**config.mk**
```make
export PLATFORM = sky130hd
export DESIGN_NAME = mem_bus_arbiter
export DESIGN_NICKNAME = d
export VERILOG_FILES = /design/src/rtl/mem_arb_pkg.sv /design/src/rtl/rr_pick.sv /design/src/rtl/mem_bus_arbiter.sv
export SDC_FILE = /design/constraint.sdc
export NUM_CORES = 1
export LEC_CHECK = 0
export ABC_AREA = 0
export CORE_MARGIN = 2
export CORE_UTILIZATION = 39
export CTS_CLUSTER_SIZE = 40
export DETAILED_ROUTE_END_ITERATION = 12
export PLACE_DENSITY = 0.83
export SETUP_SLACK_MARGIN = 0.1
export SLEW_MARGIN = 20
export SYNTH_ARGS = -nofsm -noshare
export SYNTH_HDL_FRONTEND = slang
export SYNTH_SLANG_ARGS = --single-unit
```
**constraint.sdc**
```tcl
create_clock -name clk_i -period 3 [get_ports clk_i]
set_input_delay 0.45 -clock clk_i [delete_from_list [all_inputs] [get_ports clk_i]]
set_output_delay 0.45 -clock clk_i [all_outputs]
set_load 0.005 [all_outputs]
```
**src/rtl/mem_arb_pkg.sv**
```systemverilog
// Shared types and constants for the memory bus arbiter and its round-robin picker.
// The package is also used by the lock-timeout logic that is enabled with
// MEM_ARB_LOCK_TIMEOUT_EN.
package mem_arb_pkg;

   // Transaction sequencer states.
   typedef enum logic [1:0] {
      ST_IDLE   = 2'd0,
      ST_ACCESS = 2'd1,
      ST_ACK    = 2'd2,
      ST_LOCKED = 2'd3
   } arb_state_e;

   // Number of cycles a locked owner may sit in IDLE-LOCKED before it is evicted.
   localparam logic [7:0] LOCK_TIMEOUT = 8'd255;

   // Requester index width. It is never zero, so a single requester still has a 1-bit index.
   function automatic int unsigned idx_width(input int unsigned n);
      return (n > 1) ? $clog2(n) : 1;
   endfunction

endpackage

```
**src/rtl/rr_pick.sv**
```systemverilog
// Combinational round-robin picker. It selects the first set request, searching
// upward from ptr_i and wrapping at N. The I/O port arbiter reuses this block.
module rr_pick
   import mem_arb_pkg::*;
#(
   parameter int unsigned N  = 4,
   parameter int unsigned IW = idx_width(N)
) (
   input  logic [N-1:0]  req_i,
   input  logic [IW-1:0] ptr_i,
   output logic [N-1:0]  gnt_o,
   output logic [IW-1:0] idx_o,
   output logic          valid_o
);

   // Index of the k-th candidate, counted from the pointer with wrap.
   function automatic logic [IW-1:0] slot(input logic [IW-1:0] p, input int k);
      int s;
      s = (int'(p) + k) % int'(N);
      return IW'(s);
   endfunction

   // Priority-rotate search: the first hit wins and later candidates are masked.
   always_comb begin
      // NOTE: every output gets a default before the loop so that no path leaves it unassigned (no latch).
      gnt_o   = '0;
      idx_o   = '0;
      valid_o = 1'b0;
      for (int k = 0; k < int'(N); k++) begin
         if (!valid_o && req_i[slot(ptr_i, k)]) begin
            valid_o               = 1'b1;
            gnt_o[slot(ptr_i, k)] = 1'b1;
            idx_o                 = slot(ptr_i, k);
         end
      end
   end

endmodule

```
**src/rtl/mem_bus_arbiter.sv**
```systemverilog
// Round-robin arbiter that shares one RAM port between NUM_REQ requesters.
// Each access runs IDLE -> ACCESS -> ACK. A requester can hold a bus lock so that
// it can perform atomic read-modify-write sequences.
// Define MEM_ARB_LOCK_TIMEOUT_EN to add a 255-cycle lock watchdog and the lock_err_o port.
module mem_bus_arbiter
   import mem_arb_pkg::*;
#(
   parameter int unsigned NUM_REQ = 4,
   parameter int unsigned AW      = 8,
   parameter int unsigned DW      = 8
) (
   input  logic                  clk_i,
   input  logic                  reset_ni,
   input  logic [NUM_REQ-1:0]    req_i,
   input  logic [NUM_REQ-1:0]    req_we_i,
   input  logic [NUM_REQ-1:0]    req_lock_i,
   input  logic [NUM_REQ*AW-1:0] req_addr_i,
   input  logic [NUM_REQ*DW-1:0] req_wdata_i,
   output logic [NUM_REQ-1:0]    gnt_o,
   output logic [NUM_REQ-1:0]    ack_o,
   output logic [DW-1:0]         rdata_o,
   output logic [AW-1:0]         mem_addr_o,
   output logic [DW-1:0]         mem_wdata_o,
   output logic                  mem_we_o,
   output logic                  mem_en_o,
   input  logic [DW-1:0]         mem_rdata_i
`ifdef MEM_ARB_LOCK_TIMEOUT_EN
   ,
   output logic                  lock_err_o
`endif
);

   localparam int unsigned IW = idx_width(NUM_REQ);

   arb_state_e          state_q;
   logic [NUM_REQ-1:0]  gnt_q;
   logic [NUM_REQ-1:0]  ack_q;
   logic [DW-1:0]       rdata_q;
   logic [AW-1:0]       mem_addr_q;
   logic [DW-1:0]       mem_wdata_q;
   logic                mem_we_q;
   logic                mem_en_q;
   logic                txn_we_q;
   logic [IW-1:0]       rr_ptr_q;
   logic [IW-1:0]       owner_q;
   logic [IW-1:0]       rr_next_d;

   logic [NUM_REQ-1:0]  pick_gnt;
   logic [IW-1:0]       pick_idx;
   logic                pick_valid;

   logic [IW-1:0]       sel_idx;
   logic                sel_we;
   logic [AW-1:0]       sel_addr;
   logic [DW-1:0]       sel_wdata;
   logic                owner_req;
   logic                owner_lock;

`ifdef MEM_ARB_LOCK_TIMEOUT_EN
   logic [7:0]          lock_cnt_q;
   logic                lock_err_q;
`endif

   rr_pick #(
      .N  (NUM_REQ),
      .IW (IW)
   ) u_rr_pick (
      .req_i   (req_i),
      .ptr_i   (rr_ptr_q),
      .gnt_o   (pick_gnt),
      .idx_o   (pick_idx),
      .valid_o (pick_valid)
   );

   // The pointer moves one past the owner that is leaving, so that owner drops to lowest priority.
   assign rr_next_d = (owner_q == IW'(NUM_REQ - 1)) ? '0 : owner_q + 1'b1;

   // Mux the request fields of the requester that will own the next access, and the owner's req/lock levels.
   always_comb begin
      sel_idx    = (state_q == ST_IDLE) ? pick_idx : owner_q;
      sel_we     = 1'b0;
      sel_addr   = '0;
      sel_wdata  = '0;
      owner_req  = 1'b0;
      owner_lock = 1'b0;
      for (int i = 0; i < int'(NUM_REQ); i++) begin
         if (sel_idx == IW'(i)) begin
            sel_we    = req_we_i[i];
            sel_addr  = req_addr_i[i*AW +: AW];
            sel_wdata = req_wdata_i[i*DW +: DW];
         end
         if (owner_q == IW'(i)) begin
            owner_req  = req_i[i];
            owner_lock = req_lock_i[i];
         end
      end
   end

   // Transaction sequencer. All bus outputs are registered in this block.
   always_ff @(posedge clk_i or negedge reset_ni) begin
      if (!reset_ni) begin
         // NOTE: reset clears every output register at once, so a transaction aborted by reset never produces an ack.
         state_q     <= ST_IDLE;
         gnt_q       <= '0;
         ack_q       <= '0;
         rdata_q     <= '0;
         mem_addr_q  <= '0;
         mem_wdata_q <= '0;
         mem_we_q    <= 1'b0;
         mem_en_q    <= 1'b0;
         txn_we_q    <= 1'b0;
         rr_ptr_q    <= '0;
         owner_q     <= '0;     // owner_q is meaningful only outside ST_IDLE
`ifdef MEM_ARB_LOCK_TIMEOUT_EN
         lock_cnt_q  <= '0;
         lock_err_q  <= 1'b0;
`endif
      end else begin
         // NOTE: non-blocking assignments throughout; every register updates from pre-edge values.
         ack_q <= '0;
`ifdef MEM_ARB_LOCK_TIMEOUT_EN
         lock_err_q <= 1'b0;
`endif
         case (state_q)
            ST_IDLE: begin
               if (pick_valid) begin
                  gnt_q       <= pick_gnt;
                  owner_q     <= pick_idx;
                  mem_en_q    <= 1'b1;
                  mem_we_q    <= sel_we;
                  mem_addr_q  <= sel_addr;
                  mem_wdata_q <= sel_wdata;
                  txn_we_q    <= sel_we;
                  state_q     <= ST_ACCESS;
               end
            end
            ST_ACCESS: begin
               mem_en_q <= 1'b0;
               mem_we_q <= 1'b0;
               ack_q    <= gnt_q;
               state_q  <= ST_ACK;
            end
            ST_ACK: begin
               if (!txn_we_q) begin
                  rdata_q <= mem_rdata_i;
               end
               if (owner_lock) begin
                  state_q <= ST_LOCKED;
`ifdef MEM_ARB_LOCK_TIMEOUT_EN
                  lock_cnt_q <= '0;
`endif
               end else begin
                  rr_ptr_q <= rr_next_d;
                  gnt_q    <= '0;
                  state_q  <= ST_IDLE;
               end
            end
            ST_LOCKED: begin
               if (owner_req) begin
                  mem_en_q    <= 1'b1;
                  mem_we_q    <= sel_we;
                  mem_addr_q  <= sel_addr;
                  mem_wdata_q <= sel_wdata;
                  txn_we_q    <= sel_we;
                  state_q     <= ST_ACCESS;
               end else if (!owner_lock) begin
                  rr_ptr_q <= rr_next_d;
                  gnt_q    <= '0;
                  state_q  <= ST_IDLE;
               end
`ifdef MEM_ARB_LOCK_TIMEOUT_EN
               else if (lock_cnt_q == LOCK_TIMEOUT - 8'd1) begin
                  rr_ptr_q   <= rr_next_d;
                  gnt_q      <= '0;
                  lock_err_q <= 1'b1;
                  state_q    <= ST_IDLE;
               end else begin
                  lock_cnt_q <= lock_cnt_q + 8'd1;
               end
`endif
            end
            default: state_q <= ST_IDLE;
         endcase
      end
   end

   // RAM read data is valid during the ACK cycle. It is passed through in that cycle and held afterwards.
   assign rdata_o     = (state_q == ST_ACK && !txn_we_q) ? mem_rdata_i : rdata_q;
   assign gnt_o       = gnt_q;
   assign ack_o       = ack_q;
   assign mem_addr_o  = mem_addr_q;
   assign mem_wdata_o = mem_wdata_q;
   assign mem_we_o    = mem_we_q;
   assign mem_en_o    = mem_en_q;
`ifdef MEM_ARB_LOCK_TIMEOUT_EN
   assign lock_err_o  = lock_err_q;
`endif

endmodule

```
## Yosys cells after proc, flatten, opt, wreduce, memory -nomap -nowiden

Cells that the tools add are included.

| operators by class | value |
|---|---|
| $lt $le $gt $ge | 8 |
| bitwise logic cells | 4 |
| equality and inequality tests | 13 |
| reduce and logical (&&, ||, !) cells | 26 |
| mux-type cells | 77 |
| add/sub/neg operators | 4 |

Operators with widths:

| kind | number |
|---|---|
| $mux W8 | 13 |
| $mux W4 | 8 |
| $pmux W8 S2 | 2 |
| $mux W1 | 28 |
| $mux W2 | 12 |
| $eq A2 B2 Y1 const B | 6 |
| $lt A2 B3 Y1 const B | 4 |
| $or A4 B4 Y4 | 3 |
| $pmux W4 S3 | 1 |
| $reduce_and A3 Y1 | 3 |
| $bmux W1 S2 | 4 |
| $demux W1 S2 | 4 |
| $ge A2 B1 Y1 const B | 4 |
| $logic_and A1 B1 Y1 | 8 |
| $pmux W2 S4 | 1 |
| $reduce_and A2 Y1 | 4 |
| $eq A2 B1 Y1 const B | 3 |
| $logic_not A2 Y1 | 3 |
| $ne A2 B2 Y1 const B | 3 |
| $pmux W1 S3 | 2 |
| $reduce_bool A3 Y1 | 2 |
| $add A2 B1 Y2 const B | 2 |
| $add A2 B2 Y2 const B | 2 |
| $logic_not A1 Y1 | 4 |
| 5 further kinds | 6 |

| storage, ports and cells | value |
|---|---|
| flip-flop bits (word level) | 41 |

## Longest topological paths before layout

| logic depth | value |
|---|---|
| depth after elaboration | 20 |
| gate-level depth with buffers | 11 |
| depth with buffers taken out | 8 |

## Hierarchy

From an unflattened synthesis, not the netlist that was laid out.

| second synthesis, totals | value |
|---|---|
| cell total of the unflattened synthesis | 198 |
| area, all modules | 2,625.0 µm² |

Modules (own cells, without submodules):

| module | times used | cells an instance | seq. area each (µm²) | area each (µm²) |
|---|---|---|---|---|
| mem_bus_arbiter | 1 | 153 | 1,026.0 | 2,205.9 |
| rr_pick | 1 | 45 | 0.0 | 419.2 |

## Least setup slack after synthesis

OpenSTA, ideal clock, no wires.

| path | value |
|---|---|
| path type | register to register |
| start | register rr_ptr_q[0] |
| end | register mem_addr_q[6], in the netlist mem_addr_o[6] |
| period minus slack after synthesis | 2,683 ps |
| data arrival time | 2,539 ps |
| library setup time | 144 ps |
| slack | 317 ps |
| path buffers | 3 |
| cell stages (with the launch flop) | 11 |
| cells stage by stage | dfrtp_1 > buf_4 > inv_1 > ha_1 > buf_4 > mux2i_1 > mux2i_2 > a2111oi_2 > a311oi_2 > buf_4 > o221ai_1 |

| between the ends | value |
|---|---|
| longest elaborated chain between the ends | 20 |
| elaborated cells between the ends (all ways) | 39 |
| classes of those cells | add/sub: 3; eq/ne: 4; mux: 24; reduce/logical: 8 |

Ends and longest elaborated chain:

| element | RTL line | text |
|---|---|---|
| start: declaration | mem_bus_arbiter.sv:44 | `logic [IW-1:0] rr_ptr_q;` |
| start signal: assignment | mem_bus_arbiter.sv:153 | `rr_ptr_q <= rr_next_d;` |
| start signal: assignment | mem_bus_arbiter.sv:167 | `rr_ptr_q <= rr_next_d;` |
| parallel branches: the longest is 20 deep, another holds $add A2 B1 Y2 | -- |  |
| end signal: assignment | mem_bus_arbiter.sv:131 | `mem_addr_q <= sel_addr;` |
| end signal: assignment | mem_bus_arbiter.sv:162 | `mem_addr_q <= sel_addr;` |
| end: declaration | mem_bus_arbiter.sv:39 | `logic [AW-1:0] mem_addr_q;` |

Several ways; the timed one is not identified. The select of a mux whose other input is x is not followed.
A chain may end at the register's enable or synchronous reset.

## Worst setup path after layout

| path | value |
|---|---|
| start | register rr_ptr_q[1] |
| end | register mem_we_q, in the netlist mem_we_o |

| between the ends | value |
|---|---|
| longest elaborated chain between the ends | 20 |
| elaborated cells between the ends (all ways) | 39 |
| classes of those cells | add/sub: 3; eq/ne: 4; mux: 24; reduce/logical: 8 |

Ends and longest elaborated chain:

| element | RTL line | text |
|---|---|---|
| parallel branches: the longest is 20 deep, another holds $add A2 B1 Y2 | -- |  |
| end signal: assignment | mem_bus_arbiter.sv:130 | `mem_we_q <= sel_we;` |
| end signal: assignment | mem_bus_arbiter.sv:161 | `mem_we_q <= sel_we;` |
| end: declaration | mem_bus_arbiter.sv:41 | `logic mem_we_q;` |

Several ways; the timed one is not identified. The select of a mux whose other input is x is not followed.

==> impl_metrics.toml <==
[critical_path]
worstPathCellList = "inv_1 > ha_1 > mux2i_1 > mux2i_2 > nand2_1 > mux2_2 > o32a_1 > a21o_1"
critical_path.startpoint = "rr_ptr_q[1]$_DFFE_PN0P_"
cpMaxStageDelayCell = "mux2i_2"
worst_setup_path_start_kind = "flop"
path_depth = 8
r2r_end = "mem_we_o$_DFFE_PN0P_"
cp_max_fo = 10
reg2reg_slack_ns = 0.26
worst-path-buf-inv = 1
endpoint = "mem_we_o$_DFFE_PN0P_"
path_class = "flop to flop"
r2r_cells = 8
max_stage_delay_ns = 0.43
required_ns = 3.18
cp-end-kind = "flop"
critPathArrivalTime_ns = 2.91
reg2reg_from = "rr_ptr_q[1]$_DFFE_PN0P_"
crit_family = "multiplexers"

[sta]
maxSlewHeadroom = 0.392
final-setup-viol-count = 0
whs_ns = 0.288
period_minus_slack_ns = 2.74
fin_crit_sh = 0.912
grt_setup_unrepaired = "no"
tightest_slew_ns = 0.912
finalHoldViolations = 0
fmax_mhz = 365
setup_slack_ns = 0.263
finalMaxSlewViolations = 0
skew_ns = 0.00707
fin_tns_setup_ns = 0

[layout]
final_cell_count_no_fill = 492
fillers = 611
post-route-cell-area_mm2 = 0.00431
layout-drive-gt1-share = 0.130
synthToLayoutAreaGrowth_pct = 51.9
finalNetCount = 489
diodes = 0
seqCellArea_mm2 = 0.00103
multiInputGateArea_mm2 = 0.00170

[floorplan]
die_h_um = 89.3
die_area_mm2 = 0.00798
initial_core_util = 0.398
die_width_um = 89.3
coreArea_mm2 = 0.00714
rows = 31
io_pins = 120

[global_routing]
antenna_found_initial = 0
grt_pass1_vias = 2633
grt_pass1_wl_um = 12500
grt_usage = 0.198
grt_overflow_total = 0
grt_start_max_net_pins = 42

[yosys]
synth_mux_area_frac = 0.201
synthSimpleGateAreaFrac = 0.132
netlist_instances = 271
syn_nets = 368
synth_most_common_cell = "dfrtp_1"
synth_edf_count = 0
yosysWarnings = 0
synth_top_family_by_area = "compound AO/OA/AOI/OAI gates"
avgSynthCellArea_um2 = 10.5
yosysTopAreaCell = "dfrtp_1"
synthesis.area_mm2 = 0.00284
yosysSeqAreaShare = 0.361
ys_seq_elements = 41
synth_compound_area_frac = 0.209
ys.flop_type = "dfrtp_1"
ys_types = 57
synth-adder-area-share = 0.0485
synth_area_leaders = "dfrtp_1 (36%), mux2i_1 (13%), mux2_2 (5.2%), o221ai_1 (4.9%), ha_1 (4.8%)"
synth-xor-area-share = 0
async_flop_share = 1.00
synth.top_cell.area_share = 0.361
ys_top_cells_by_count = "dfrtp_1 (41), mux2i_1 (36), nand2_1 (25), nor2_1 (17), o221ai_1 (16)"

[pwr]
peakVddDrop_mv = 0.664
leakage_nw = 1.87
power_density_mw_per_mm2 = 1020

[clock_network]
cts_setup_buffers = 0
cts.sinks = 41
cts_root_buffer = "clkbuf_8"
cts_resized = 0
cts_tree = "built"
clk_latency_ns = 0.29
postCtsHoldBufs = 0
clk_pin_slew_ns = 0.08
htreeDepth = 2
cts-buffers-inserted = 5
cts_buffer_depth = 2

[flow_run]
cap_viol_max_count = 0

[drt]
via_count = 2686
drc_errors = 0
wl_per_cell_um = 16.7
drtAntennaViolNets = 0
vias_per_cell = 5.46
wl_um = 8190
drt_iter0_markers = 100
dr.pass1.iters = 4

[placement]
dpl.hpwl_um = 6330
placed_cells = 484
placed_area_mm2 = 0.00415
dp_slack_ns = 0.0612
port_buffers = 119
gp_congestion = 0.983

[min_path]
worstHoldPathType = "input port to asynchronous set/reset pin"

[run_status]
status = "finished clean"
## registers in the layout, summed over array words and instances, names as in the netlist
name         count
txn_we_q         1
mem_wdata_o      8
owner_q          2
rr_ptr_q         2
ack_o            4
state_q          2
mem_addr_o       8
mem_en_o         1
gnt_o            4
rdata_q          8
mem_we_o         1
## final cells by class
type,count,area share
timing repair buffer,133,0.302
tap,99,0.0287
multi-input combinational,205,0.395
clock inverter,3,0.0151
inverter,6,0.00522
clock buffer,5,0.0160
sequential,41,0.238
## cells by family after synthesis
group                      count (synthesis)
and+or+nand+nor                           75
adders and majority gates                 11
DFF                                       41
muxes                                     52
buffers and inverters                     25
AOI/OAI and AO/OA                         67
## per-stage QoR
stage                      util  total power (W)
final                     0.604          0.00440
after global routing      0.604          0.00472
after CTS                 0.600          0.00438
after detailed placement  0.582          0.00385
after global placement    0.582          0.00375
after floorplan               -          0.00284
## worst reg2reg max path: stages, from the launching register on
cell,delay [ns]
dfrtp_1,0.38
inv_1,0.18
ha_1,0.39
mux2i_1,0.21
mux2i_2,0.43
nand2_1,0.23
mux2_2,0.33
o32a_1,0.31
a21o_1,0.16
## worst min path at each step
stage                                     from                      to  slack, ns
final                                 reset_ni    gnt_o[3]$_DFFE_PN0P_       0.29
after global routing                  reset_ni    gnt_o[1]$_DFFE_PN0P_       0.37
after CTS                             reset_ni  owner_q[1]$_DFFE_PN0P_       0.33
after detailed placement  txn_we_q$_DFFE_PN0P_    txn_we_q$_DFFE_PN0P_       0.47
after global placement    txn_we_q$_DFFE_PN0P_    txn_we_q$_DFFE_PN0P_       0.46
after floorplan                       reset_ni      ack_o[0]$_DFF_PN0_       0.15
## layer usage
metal | vias up | routed length (um) | track usage
met1 | 1284 | 3400 | 0.246
li1 | 1280 | - | -
met4 | 0 | 149 | 0.0692
met3 | 12 | 453 | 0.0286
met5 | - | 0 | 0
met2 | 110 | 4190 | 0.351
## placed cells by master, fill, tap and decap left out, types with 3 or more instances in the layout
cell / n
nor2_1: 17
clkdlybuf4s50_1: 118
mux2i_1: 36
nor3_1: 7
ha_1: 11
and3_1: 3
mux2_2: 13
o221ai_1: 16
a21oi_1: 3
a221oi_1: 4
o31ai_1: 5
clkbuf_8: 5
buf_4: 13
dfrtp_1: 41
and2_1: 5
a21o_1: 4
a32oi_1: 4
o21ai_0: 7
inv_1: 6
nand2_1: 25
## power breakdown
group / leakage, nW / switching (W) / internal (W) / total [W]
Sequential: 0.505 / 0.000170 / 0.000827 / 0.000996
Combinational: 1.30 / 0.00142 / 0.00147 / 0.00288
Clock: 0.0681 / 0.000192 / 0.000331 / 0.000522
No activity file was read; power rests on OpenSTA's default activity.
